### src/rtl/nbody_bus_master_if.sv
// ---------------------------------------------------------------------------
// nbody_bus_master_if
// Avalon-MM style bus between the host-side initiator (nbody_bus_master) and
// the nbody accelerator slave port.
//   addr       : {op[6:0], body index}
//   chipselect : bus select
//   read/write : transfer strobes
//   writedata  : initiator -> accelerator data
//   readdata   : accelerator -> initiator data
// ---------------------------------------------------------------------------
interface nbody_bus_master_if #(
   parameter int DATA_WIDTH = 64,
   parameter int ADDR_WIDTH = 16
);
   logic [ADDR_WIDTH-1:0] addr;
   logic                  chipselect;
   logic                  read;
   logic                  write;
   logic [DATA_WIDTH-1:0] writedata;
   logic [DATA_WIDTH-1:0] readdata;

   modport master (
      output addr, chipselect, read, write, writedata,
      input  readdata
   );

   modport slave (
      input  addr, chipselect, read, write, writedata,
      output readdata
   );
endinterface

### src/rtl/nbody_bus_master.sv
// ---------------------------------------------------------------------------
// nbody_bus_master
// Host-side initiator for the nbody accelerator. Per frame it writes the
// configuration, optionally streams body state in, starts the accelerator,
// polls DONE, streams X/Y back out and performs the READ/GO release handshake.
// Ports:
//   clk, rst            : clock, synchronous active-high reset
//   start, load         : frame request (IDLE only) and "stream bodies first"
//   num_bodies_cfg      : body count for the frame
//   gap_cfg             : integration steps per frame
//   in_valid/ready/data : body-word input stream (x, y, m, vx, vy per body)
//   out_valid/ready/data/last : readback stream (x, y per body)
//   busy, frame_done, timeout : status
//   bus                 : accelerator bus (master modport)
// ---------------------------------------------------------------------------
module nbody_bus_master #(
   parameter int BODIES          = 512,
   parameter int DATA_WIDTH      = 64,
   parameter int ADDR_WIDTH      = 16,
   parameter int BODY_ADDR_WIDTH = $clog2(BODIES),
   parameter int POLL_GAP        = 16,
   parameter int MAX_POLLS       = 1048576
) (
   input  logic                       clk,
   input  logic                       rst,
   input  logic                       start,
   input  logic                       load,
   input  logic [BODY_ADDR_WIDTH-1:0] num_bodies_cfg,
   input  logic [BODY_ADDR_WIDTH-1:0] gap_cfg,
   input  logic                       in_valid,
   output logic                       in_ready,
   input  logic [DATA_WIDTH-1:0]      in_data,
   output logic                       out_valid,
   input  logic                       out_ready,
   output logic [DATA_WIDTH-1:0]      out_data,
   output logic                       out_last,
   output logic                       busy,
   output logic                       frame_done,
   output logic                       timeout,
   nbody_bus_master_if.master         bus
);

   typedef enum logic [3:0] {
      S_IDLE, S_CFG_N, S_CFG_GAP, S_LOAD, S_GO_SET, S_POLL_WAIT, S_POLL_RD,
      S_READBACK, S_OUT_HOLD, S_REL_READ, S_REL_GO, S_REL_CLR
   } state_t;

   typedef enum logic [1:0] {PH_SETUP, PH_STROBE, PH_CAPTURE} phase_t;

   localparam logic [6:0] OP_GO      = 7'd0;
   localparam logic [6:0] OP_READ    = 7'd1;
   localparam logic [6:0] OP_NBODIES = 7'd2;
   localparam logic [6:0] OP_X       = 7'd3;
   localparam logic [6:0] OP_GAP     = 7'd8;
   localparam logic [6:0] OP_DONE_RD = 7'd64;
   localparam logic [6:0] OP_X_RD    = 7'd65;
   localparam logic [6:0] OP_Y_RD    = 7'd66;

   localparam logic [BODY_ADDR_WIDTH-1:0] B_ZERO = '0;
   localparam logic [BODY_ADDR_WIDTH-1:0] B_ONE  = BODY_ADDR_WIDTH'(1);
   localparam logic [31:0]                MAXP   = 32'(MAX_POLLS);
   localparam logic [31:0]                GAPEND = 32'(POLL_GAP - 1);

   // Control state (reset)
   state_t                     state_q, state_d;
   phase_t                     phase_q, phase_d;
   logic [2:0]                 w_q, w_d;
   logic [BODY_ADDR_WIDTH-1:0] b_q, b_d;
   logic                       sel_y_q, sel_y_d;
   logic [31:0]                poll_q, poll_d;
   logic [31:0]                wait_q, wait_d;
   logic                       timed_out_q, timed_out_d;
   logic                       timeout_q, timeout_d;

   // Frame configuration and readback data (not reset)
   logic [BODY_ADDR_WIDTH-1:0] n_q, n_d;
   logic [BODY_ADDR_WIDTH-1:0] gap_q, gap_d;
   logic                       load_q, load_d;
   logic [DATA_WIDTH-1:0]      rdata_q, rdata_d;
   logic                       last_q, last_d;

   // Bus drive
   logic [ADDR_WIDTH-1:0]      addr_c;
   logic [DATA_WIDTH-1:0]      wdata_c;
   logic                       cs_c, rd_c, wr_c;
   logic                       in_ready_c, out_valid_c, frame_done_c;

   function automatic logic [ADDR_WIDTH-1:0] mk_addr(
      input logic [6:0] op, input logic [BODY_ADDR_WIDTH-1:0] body);
      logic [ADDR_WIDTH-1:0] a;
      a = '0;
      a[BODY_ADDR_WIDTH +: 7]    = op;
      a[BODY_ADDR_WIDTH-1:0]     = body;
      return a;
   endfunction

   function automatic logic [31:0] sat_inc(input logic [31:0] v);
      return (v >= MAXP) ? MAXP : v + 32'd1;
   endfunction

   always_ff @(posedge clk) begin
      if (rst) begin
         state_q     <= S_IDLE;
         phase_q     <= PH_SETUP;
         w_q         <= '0;
         b_q         <= '0;
         sel_y_q     <= 1'b0;
         poll_q      <= '0;
         wait_q      <= '0;
         timed_out_q <= 1'b0;
         timeout_q   <= 1'b0;
      end else begin
         state_q     <= state_d;
         phase_q     <= phase_d;
         w_q         <= w_d;
         b_q         <= b_d;
         sel_y_q     <= sel_y_d;
         poll_q      <= poll_d;
         wait_q      <= wait_d;
         timed_out_q <= timed_out_d;
         timeout_q   <= timeout_d;
      end
   end

   always_ff @(posedge clk) begin
      n_q     <= n_d;
      gap_q   <= gap_d;
      load_q  <= load_d;
      rdata_q <= rdata_d;
      last_q  <= last_d;
   end

   always_comb begin
      state_d      = state_q;
      phase_d      = phase_q;
      w_d          = w_q;
      b_d          = b_q;
      sel_y_d      = sel_y_q;
      poll_d       = poll_q;
      wait_d       = wait_q;
      timed_out_d  = timed_out_q;
      timeout_d    = 1'b0;
      n_d          = n_q;
      gap_d        = gap_q;
      load_d       = load_q;
      rdata_d      = rdata_q;
      last_d       = last_q;
      addr_c       = '0;
      wdata_c      = '0;
      cs_c         = 1'b0;
      rd_c         = 1'b0;
      wr_c         = 1'b0;
      in_ready_c   = 1'b0;
      out_valid_c  = 1'b0;
      frame_done_c = 1'b0;

      unique case (state_q)
         S_IDLE: begin
            if (start && (num_bodies_cfg != B_ZERO) && (gap_cfg != B_ZERO)) begin
               n_d         = num_bodies_cfg;
               gap_d       = gap_cfg;
               load_d      = load;
               timed_out_d = 1'b0;
               state_d     = S_CFG_N;
            end
         end

         S_CFG_N: begin
            cs_c    = 1'b1;
            wr_c    = 1'b1;
            addr_c  = mk_addr(OP_NBODIES, B_ZERO);
            wdata_c = DATA_WIDTH'(n_q);
            state_d = S_CFG_GAP;
         end

         S_CFG_GAP: begin
            cs_c    = 1'b1;
            wr_c    = 1'b1;
            addr_c  = mk_addr(OP_GAP, B_ZERO);
            wdata_c = DATA_WIDTH'(gap_q);
            w_d     = '0;
            b_d     = '0;
            state_d = load_q ? S_LOAD : S_GO_SET;
         end

         // Each accepted beat becomes a bus write in the same cycle; the
         // address walks X..VY for one body before moving to the next.
         S_LOAD: begin
            in_ready_c = 1'b1;
            if (in_valid) begin
               cs_c    = 1'b1;
               wr_c    = 1'b1;
               addr_c  = mk_addr(OP_X + {4'b0, w_q}, b_q);
               wdata_c = in_data;
               if (w_q == 3'd4) begin
                  w_d = '0;
                  if (b_q == n_q - B_ONE) begin
                     b_d     = '0;
                     state_d = S_GO_SET;
                  end else begin
                     b_d = b_q + B_ONE;
                  end
               end else begin
                  w_d = w_q + 3'd1;
               end
            end
         end

         S_GO_SET: begin
            cs_c    = 1'b1;
            wr_c    = 1'b1;
            addr_c  = mk_addr(OP_GO, B_ZERO);
            wdata_c = DATA_WIDTH'(1);
            poll_d  = '0;
            wait_d  = '0;
            phase_d = PH_SETUP;
            state_d = S_POLL_WAIT;
         end

         S_POLL_WAIT: begin
            if (wait_q == GAPEND) begin
               wait_d  = '0;
               phase_d = PH_SETUP;
               state_d = S_POLL_RD;
            end else begin
               wait_d = wait_q + 32'd1;
            end
         end

         // DONE is checked before the poll limit, so a DONE arriving on the
         // last allowed poll still completes the frame normally.
         S_POLL_RD: begin
            addr_c = mk_addr(OP_DONE_RD, B_ZERO);
            unique case (phase_q)
               PH_SETUP: begin
                  cs_c    = 1'b1;
                  phase_d = PH_STROBE;
               end
               PH_STROBE: begin
                  cs_c    = 1'b1;
                  rd_c    = 1'b1;
                  phase_d = PH_CAPTURE;
               end
               default: begin
                  phase_d = PH_SETUP;
                  if (bus.readdata[0]) begin
                     b_d     = '0;
                     sel_y_d = 1'b0;
                     state_d = S_READBACK;
                  end else begin
                     poll_d = sat_inc(poll_q);
                     if (sat_inc(poll_q) >= MAXP) begin
                        timeout_d   = 1'b1;
                        timed_out_d = 1'b1;
                        state_d     = S_REL_GO;
                     end else begin
                        state_d = S_POLL_WAIT;
                     end
                  end
               end
            endcase
         end

         S_READBACK: begin
            addr_c = mk_addr(sel_y_q ? OP_Y_RD : OP_X_RD, b_q);
            unique case (phase_q)
               PH_SETUP: begin
                  cs_c    = 1'b1;
                  phase_d = PH_STROBE;
               end
               PH_STROBE: begin
                  cs_c    = 1'b1;
                  rd_c    = 1'b1;
                  phase_d = PH_CAPTURE;
               end
               default: begin
                  phase_d = PH_SETUP;
                  rdata_d = bus.readdata;
                  last_d  = sel_y_q && (b_q == n_q - B_ONE);
                  state_d = S_OUT_HOLD;
               end
            endcase
         end

         // Only one readback word is ever in flight: the next read is not
         // issued until this one is accepted.
         S_OUT_HOLD: begin
            out_valid_c = 1'b1;
            if (out_ready) begin
               if (last_q) begin
                  state_d = S_REL_READ;
               end else if (!sel_y_q) begin
                  sel_y_d = 1'b1;
                  state_d = S_READBACK;
               end else begin
                  sel_y_d = 1'b0;
                  b_d     = b_q + B_ONE;
                  state_d = S_READBACK;
               end
            end
         end

         S_REL_READ: begin
            cs_c    = 1'b1;
            wr_c    = 1'b1;
            addr_c  = mk_addr(OP_READ, B_ZERO);
            wdata_c = DATA_WIDTH'(1);
            state_d = S_REL_GO;
         end

         // GO is cleared before READ so the accelerator cannot restart.
         S_REL_GO: begin
            cs_c    = 1'b1;
            wr_c    = 1'b1;
            addr_c  = mk_addr(OP_GO, B_ZERO);
            wdata_c = '0;
            state_d = S_REL_CLR;
         end

         S_REL_CLR: begin
            cs_c         = 1'b1;
            wr_c         = 1'b1;
            addr_c       = mk_addr(OP_READ, B_ZERO);
            wdata_c      = '0;
            frame_done_c = !timed_out_q;
            state_d      = S_IDLE;
         end

         default: state_d = S_IDLE;
      endcase
   end

   assign bus.addr       = addr_c;
   assign bus.writedata  = wdata_c;
   assign bus.chipselect = cs_c;
   assign bus.read       = rd_c;
   assign bus.write      = wr_c;
   assign in_ready       = in_ready_c;
   assign out_valid      = out_valid_c;
   assign out_data       = rdata_q;
   assign out_last       = out_valid_c && last_q;
   assign busy           = (state_q != S_IDLE);
   assign frame_done     = frame_done_c;
   assign timeout        = timeout_q;

endmodule

### src/flat_wrapper.sv
// flat-port wrapper written by rule: the top's interface ports become plain ports
module nbody_bus_master_flat 
#(
   parameter int BODIES          = 512,
   parameter int DATA_WIDTH      = 64,
   parameter int ADDR_WIDTH      = 16,
   parameter int BODY_ADDR_WIDTH = $clog2(BODIES),
   parameter int POLL_GAP        = 16,
   parameter int MAX_POLLS       = 1048576
)
  (clk, rst, start, load, num_bodies_cfg, gap_cfg, in_valid, in_ready, in_data, out_valid, out_ready, out_data, out_last, busy, frame_done, timeout, bus_addr, bus_chipselect, bus_read, bus_write, bus_writedata, bus_readdata);
  nbody_bus_master_if #(.DATA_WIDTH(DATA_WIDTH), .ADDR_WIDTH(ADDR_WIDTH)) bus_i ();
  input  logic clk;
  input  logic rst;
  input  logic start;
  input  logic load;
  input  logic [BODY_ADDR_WIDTH-1:0] num_bodies_cfg;
  input  logic [BODY_ADDR_WIDTH-1:0] gap_cfg;
  input  logic in_valid;
  output logic in_ready;
  input  logic [DATA_WIDTH-1:0] in_data;
  output logic out_valid;
  input  logic out_ready;
  output logic [DATA_WIDTH-1:0] out_data;
  output logic out_last;
  output logic busy;
  output logic frame_done;
  output logic timeout;
  output wire logic [$bits(bus_i.addr)-1:0] bus_addr;
  output wire logic [$bits(bus_i.chipselect)-1:0] bus_chipselect;
  output wire logic [$bits(bus_i.read)-1:0] bus_read;
  output wire logic [$bits(bus_i.write)-1:0] bus_write;
  output wire logic [$bits(bus_i.writedata)-1:0] bus_writedata;
  input wire logic [$bits(bus_i.readdata)-1:0] bus_readdata;
  assign bus_addr = bus_i.addr;
  assign bus_chipselect = bus_i.chipselect;
  assign bus_read = bus_i.read;
  assign bus_write = bus_i.write;
  assign bus_writedata = bus_i.writedata;
  assign bus_i.readdata = bus_readdata;
  nbody_bus_master #(.BODIES(BODIES), .DATA_WIDTH(DATA_WIDTH), .ADDR_WIDTH(ADDR_WIDTH), .BODY_ADDR_WIDTH(BODY_ADDR_WIDTH), .POLL_GAP(POLL_GAP), .MAX_POLLS(MAX_POLLS)) u_core (.clk(clk), .rst(rst), .start(start), .load(load), .num_bodies_cfg(num_bodies_cfg), .gap_cfg(gap_cfg), .in_valid(in_valid), .in_ready(in_ready), .in_data(in_data), .out_valid(out_valid), .out_ready(out_ready), .out_data(out_data), .out_last(out_last), .busy(busy), .frame_done(frame_done), .timeout(timeout), .bus(bus_i));
endmodule
### config.mk
export PLATFORM = sky130hd
export DESIGN_NAME = nbody_bus_master_flat
export DESIGN_NICKNAME = d
export VERILOG_FILES = /design/src/rtl/nbody_bus_master_if.sv /design/src/rtl/nbody_bus_master.sv /design/src/flat_wrapper.sv
export SDC_FILE = /design/constraint.sdc
export NUM_CORES = 1
export LEC_CHECK = 0
export CAP_MARGIN = 20
export CORE_MARGIN = 2
export CORE_UTILIZATION = 48
export CTS_CLUSTER_DIAMETER = 60
export DETAILED_ROUTE_END_ITERATION = 8
export PLACE_DENSITY = 0.95
export SLEW_MARGIN = 20
export SYNTH_ARGS = -nofsm -noshare
export SYNTH_HDL_FRONTEND = slang
export SYNTH_SLANG_ARGS = --single-unit
### constraint.sdc
create_clock -name clk -period 9.3 [get_ports clk]
set_clock_uncertainty 0.1 [all_clocks]
set_input_delay 2.325 -clock clk [delete_from_list [all_inputs] [get_ports clk]]
set_output_delay 2.325 -clock clk [all_outputs]
set_load 0.05 [all_outputs]
* After elaboration in Yosys (flattened, before gate mapping) *
Cells that the tools add are included.

word-level totals
  register bits = 169
  input bits = 152
  output and inout bits = 153
  word-level logic and storage cells = 144

operators by class
  add/subtract/negate cells = 6
  magnitude comparators = 2
  equality and inequality tests = 28
  multiplexer cells = 60
  bitwise operators = 2
  reduce and logical (&&, ||, !) cells = 32

operator list
  kind                                                                 count
  case mux 64 bit (4 select lines)                                     1
  2-to-1 mux 32 bit                                                    4
  case mux 32 bit (2 select lines)                                     2
  case mux 16 bit (6 select lines)                                     1
  2-to-1 mux 9 bit                                                     8
  adder 32 x 1 -> 32 bit, second input constant                        2
  greater-or-equal comparator 32 x 21 -> 1 bit, second input constant  2
  2-to-1 mux 64 bit                                                    1
  2-to-1 mux 4 bit                                                     11
  case mux 4 bit (11 select lines)                                     1
  case mux 9 bit (4 select lines)                                      1
  == test 32 x 4 -> 1 bit, second input constant                       1
  nonzero test 9 bit                                                   2
  2-to-1 mux 1 bit                                                     17
  == test 4 x 3 -> 1 bit, second input constant                        4
  == test 4 bit, second input constant                                 4
  2-to-1 mux 16 bit                                                    1
  AND reduction 8 bit                                                  2
  != test 2 bit, second input constant                                 7
  != test 2 x 1 -> 1 bit, second input constant                        6
  AND reduction 5 bit                                                  2
  nonzero test 2 bit                                                   5
  adder 9 x 1 -> 9 bit, second input constant                          1
  == test 9 bit                                                        1
  26 further kinds                                                     43

* Depth between registers and ports, before layout *
  word-level depth = 7
  mapped depth = 9
  depth with buffers taken out = 8

* Worst setup path before layout *
No wires, ideal clock.

  kind = input -> output
  start point = input in_valid
  end point = output bus_addr[12]
  data arrival time = 4.113 ns
  slack = 2.762 ns
  stages on the path = 4
  buffers on the path = 2
  cells stage by stage = clkbuf_1 clkbuf_1 o211ai_1 a211oi_1

on the way
  word-level cells in the longest chain between the ends = 2

ends and longest elaborated chain
  element                           RTL line                 RTL
  from (decl)                       flat_wrapper.sv:19       input logic in_valid;
  2-to-1 mux 16 bit                 nbody_bus_master.sv:190  if (in_valid) begin
  case mux 16 bit (6 select lines)  nbody_bus_master.sv:157  unique case (state_q)
  to (decl)                         flat_wrapper.sv:29       output wire logic [$bits(bus_i.addr)-1:0] bus_addr;

No other way between the ends.

* Worst setup path in the final report *
  start point = input in_valid
  end point = output bus_addr[2]

Same word-level chain as after synthesis.

==> flow_summary.ini <==
[worst_setup_path]
path_class = input pin to primary output
required_ps = 6880
end_kind = primary output
startpoint_type = input pin
cp.arrival_ps = 4720
worstPathMaxFanout = 36
startpoint = in_valid
timing.rr.start = u_core.state_q[3]$_SDFFE_PP0P_

[clocking]
clock-sinks = 169
clk_pin_slew_ps = 70
root_buffer = clkbuf_16
cts_hold_buf = 0
cts-htree-levels = 4
cts_inserted_buffers = 17
cts_buffer_depth = 2
cts_setup_buffers = 0
clk_latency_ps = 460
cts_tree = done
cts_resized = 0

[synthesis]
synth_edf_count = 84
synthFlopType = dfxtp_1
synth_cell_types = 65
ys_seq_area_frac = 0.514
syn_area_um2 = 8230
ys_ff_latch = 169
ys.warnings.count = 0
synthCells = 854
syn_area_per_cell_um2 = 9.63
synthArstFlopShare = 0

[floorplan]
io_pins = 305
rows = 47
core_um2 = 16600
start_util = 0.494
die_h_um = 135
fp.dieArea_um2 = 18200
die_w_um = 135

[final_layout]
final_area_um2 = 11900
final_cell_mix = 300 x clkdlybuf4s50_1, 85 x dfxtp_1, 84 x edfxtp_1
layout.nets = 1283
num-fill-cells = 1073
drive_gt1_frac = 0.0555
layout_commonest_cell = clkdlybuf4s50_1
syn2layout_area_growth_pct = 45.1

[pwr]
fin_total_pwr_uw = 2270
powerDensity_nw_per_um2 = 191
power_leakage_uw = 0.00418
ir_drop_v = 0.000169

[sta]
fin_crit_sh = 0.769
maxSlewHeadroom = 0.262
fin_tns_setup_ps = 0
worst_slack_ps = 2150
worst_slew_pin_slew_ps = 1110
fin_crit_ps = 7150
rsz0062_at_grt = false
fin_hold_ws_ps = 362
finalSetupViolCount = 0
hold_viol = 0
max_freq_mhz = 140
drv_slew = 0

[place]
gp_congestion = 0.957
place_ws_ps = 2260
dpl_cell_area_um2 = 11300
hpwl_um = 24000
portBuffers = 302

[route]
vias = 8684
first_iter_violations = 1090
drc = 0
wire_per_inst_um = 24.9
viasPerCell = 6.34
firstDrtPassIters = 9
antenna_left = 0
routed_wl_um = 34100

[job]
drv_cap = 0

[grt]
track_usage = 0.361
antenna_found_initial = 15
grt_pass1_wl_um = 48600
grt_pass1_vias = 8016
overflow = 0
grt_max_degree = 79

[run_status]
outcome = complete, no violations

[worst_hold_path]
hold_class = register to register
hold_start = u_core.poll_q[30]$_SDFFE_PP0P_
[area by class of cell]
class                      instances  area, um2  share of cell area
inverter                          33        124              0.0104
tap                              220        275              0.0231
clock inverter                    15        134              0.0112
sequential                       169       4220               0.354
timing repair buffer             312       3090               0.259
clock buffer                      17        425              0.0357
multi-input combinational        590       3630               0.304
antenna                           13       32.5             0.00273
[sequential cells by signal, indices dropped and copies added, names as in the netlist, 3 cells and up]
signal	cells
u_core.b_q	9
u_core.gap_q	9
u_core.n_q	9
u_core.out_data	64
u_core.poll_q	32
u_core.state_q	4
u_core.w_q	3
u_core.wait_q	32
[report_power, final]
part / internal, uW / leakage, uW / switching [uW] / total [uW]
Clock: 352 / 0.000269 / 339 / 691
Combinational: 258 / 0.00247 / 485 / 743
Sequential: 816 / 0.00145 / 24.6 / 841
Total: 1430 / 0.00418 / 849 / 2270
[through the flow]
step	cells	utilization
6_report	1369	0.717
5_1_grt	1367	0.717
4_1_cts	1356	0.715
3_5_place_dp	1324	0.681
3_3_place_gp	1324	0.681
2_1_floorplan	855	-
[routing by layer]
layer | wire length (um) | GRT usage | vias up
met2 | 15600 | 0.544 | 677
li1 | - | - | 3751
met5 | 40 | 0 | -
met4 | 2500 | 0.266 | 6
met1 | 11600 | 0.413 | 4104
met3 | 4350 | 0.146 | 146
[kinds of logic (layout without fill, tap and decap cells)]
kind of cell,Yosys count,after routing,synth area share
fa+ha+maj,8,8,0.0122
compound gates,195,195,0.154
simple gates,361,361,0.247
xor+xnor,19,19,0.0202
mux,5,5,0.00608
buf+inv,96,377,0.0472
flops,169,169,0.514
other cells,1,15,0.000456
[final timing paths]
| path | end | slack [ps] | cells after the start |
|---|---|---|---|
| max | bus_addr[2] | 2150 | 5 |
| min reg2reg | u_core.poll_q[30]$_SDFFE_PP0P_ | 360 | 1 |
| min | u_core.poll_q[30]$_SDFFE_PP0P_ | 360 | 1 |
| max reg2reg | u_core.w_q[2]$_SDFFE_PP0P_ | 5570 | 5 |
[cells in the mapped netlist (5+ instances only)]
library cell,instances,share of area
or3_1,12,0.0091
a31oi_1,10,0.0076
and2_1,18,0.014
and4_1,6,0.0064
nor3b_1,7,0.0064
dfxtp_1,85,0.21
o41ai_1,8,0.0085
ha_1,8,0.012
nor4_1,17,0.013
mux2i_1,5,0.0061
o211ai_1,10,0.0091
nor2b_1,6,0.0046
and3_1,62,0.047
xor2_1,7,0.0075
nand4b_1,9,0.0096
a311oi_1,12,0.013
nand3_1,26,0.016
nor3_1,34,0.021
xnor2_1,12,0.013
a222oi_1,8,0.0097
edfxtp_1,84,0.31
a21oi_1,67,0.041
clkbuf_1,53,0.024
or4_1,5,0.0046
nand2b_1,16,0.012
nor2_1,70,0.032
o21ai_0,43,0.026
inv_1,33,0.015
nand4_1,10,0.0076
nand2_1,42,0.019
[worst max-delay path: stages]
cell and delay (ps):
buf_2 420, buf_4 350, o211ai_1 350, nor3_1 380, clkdlybuf4s50_1 880
No activity file was read; power rests on OpenSTA's default activity.
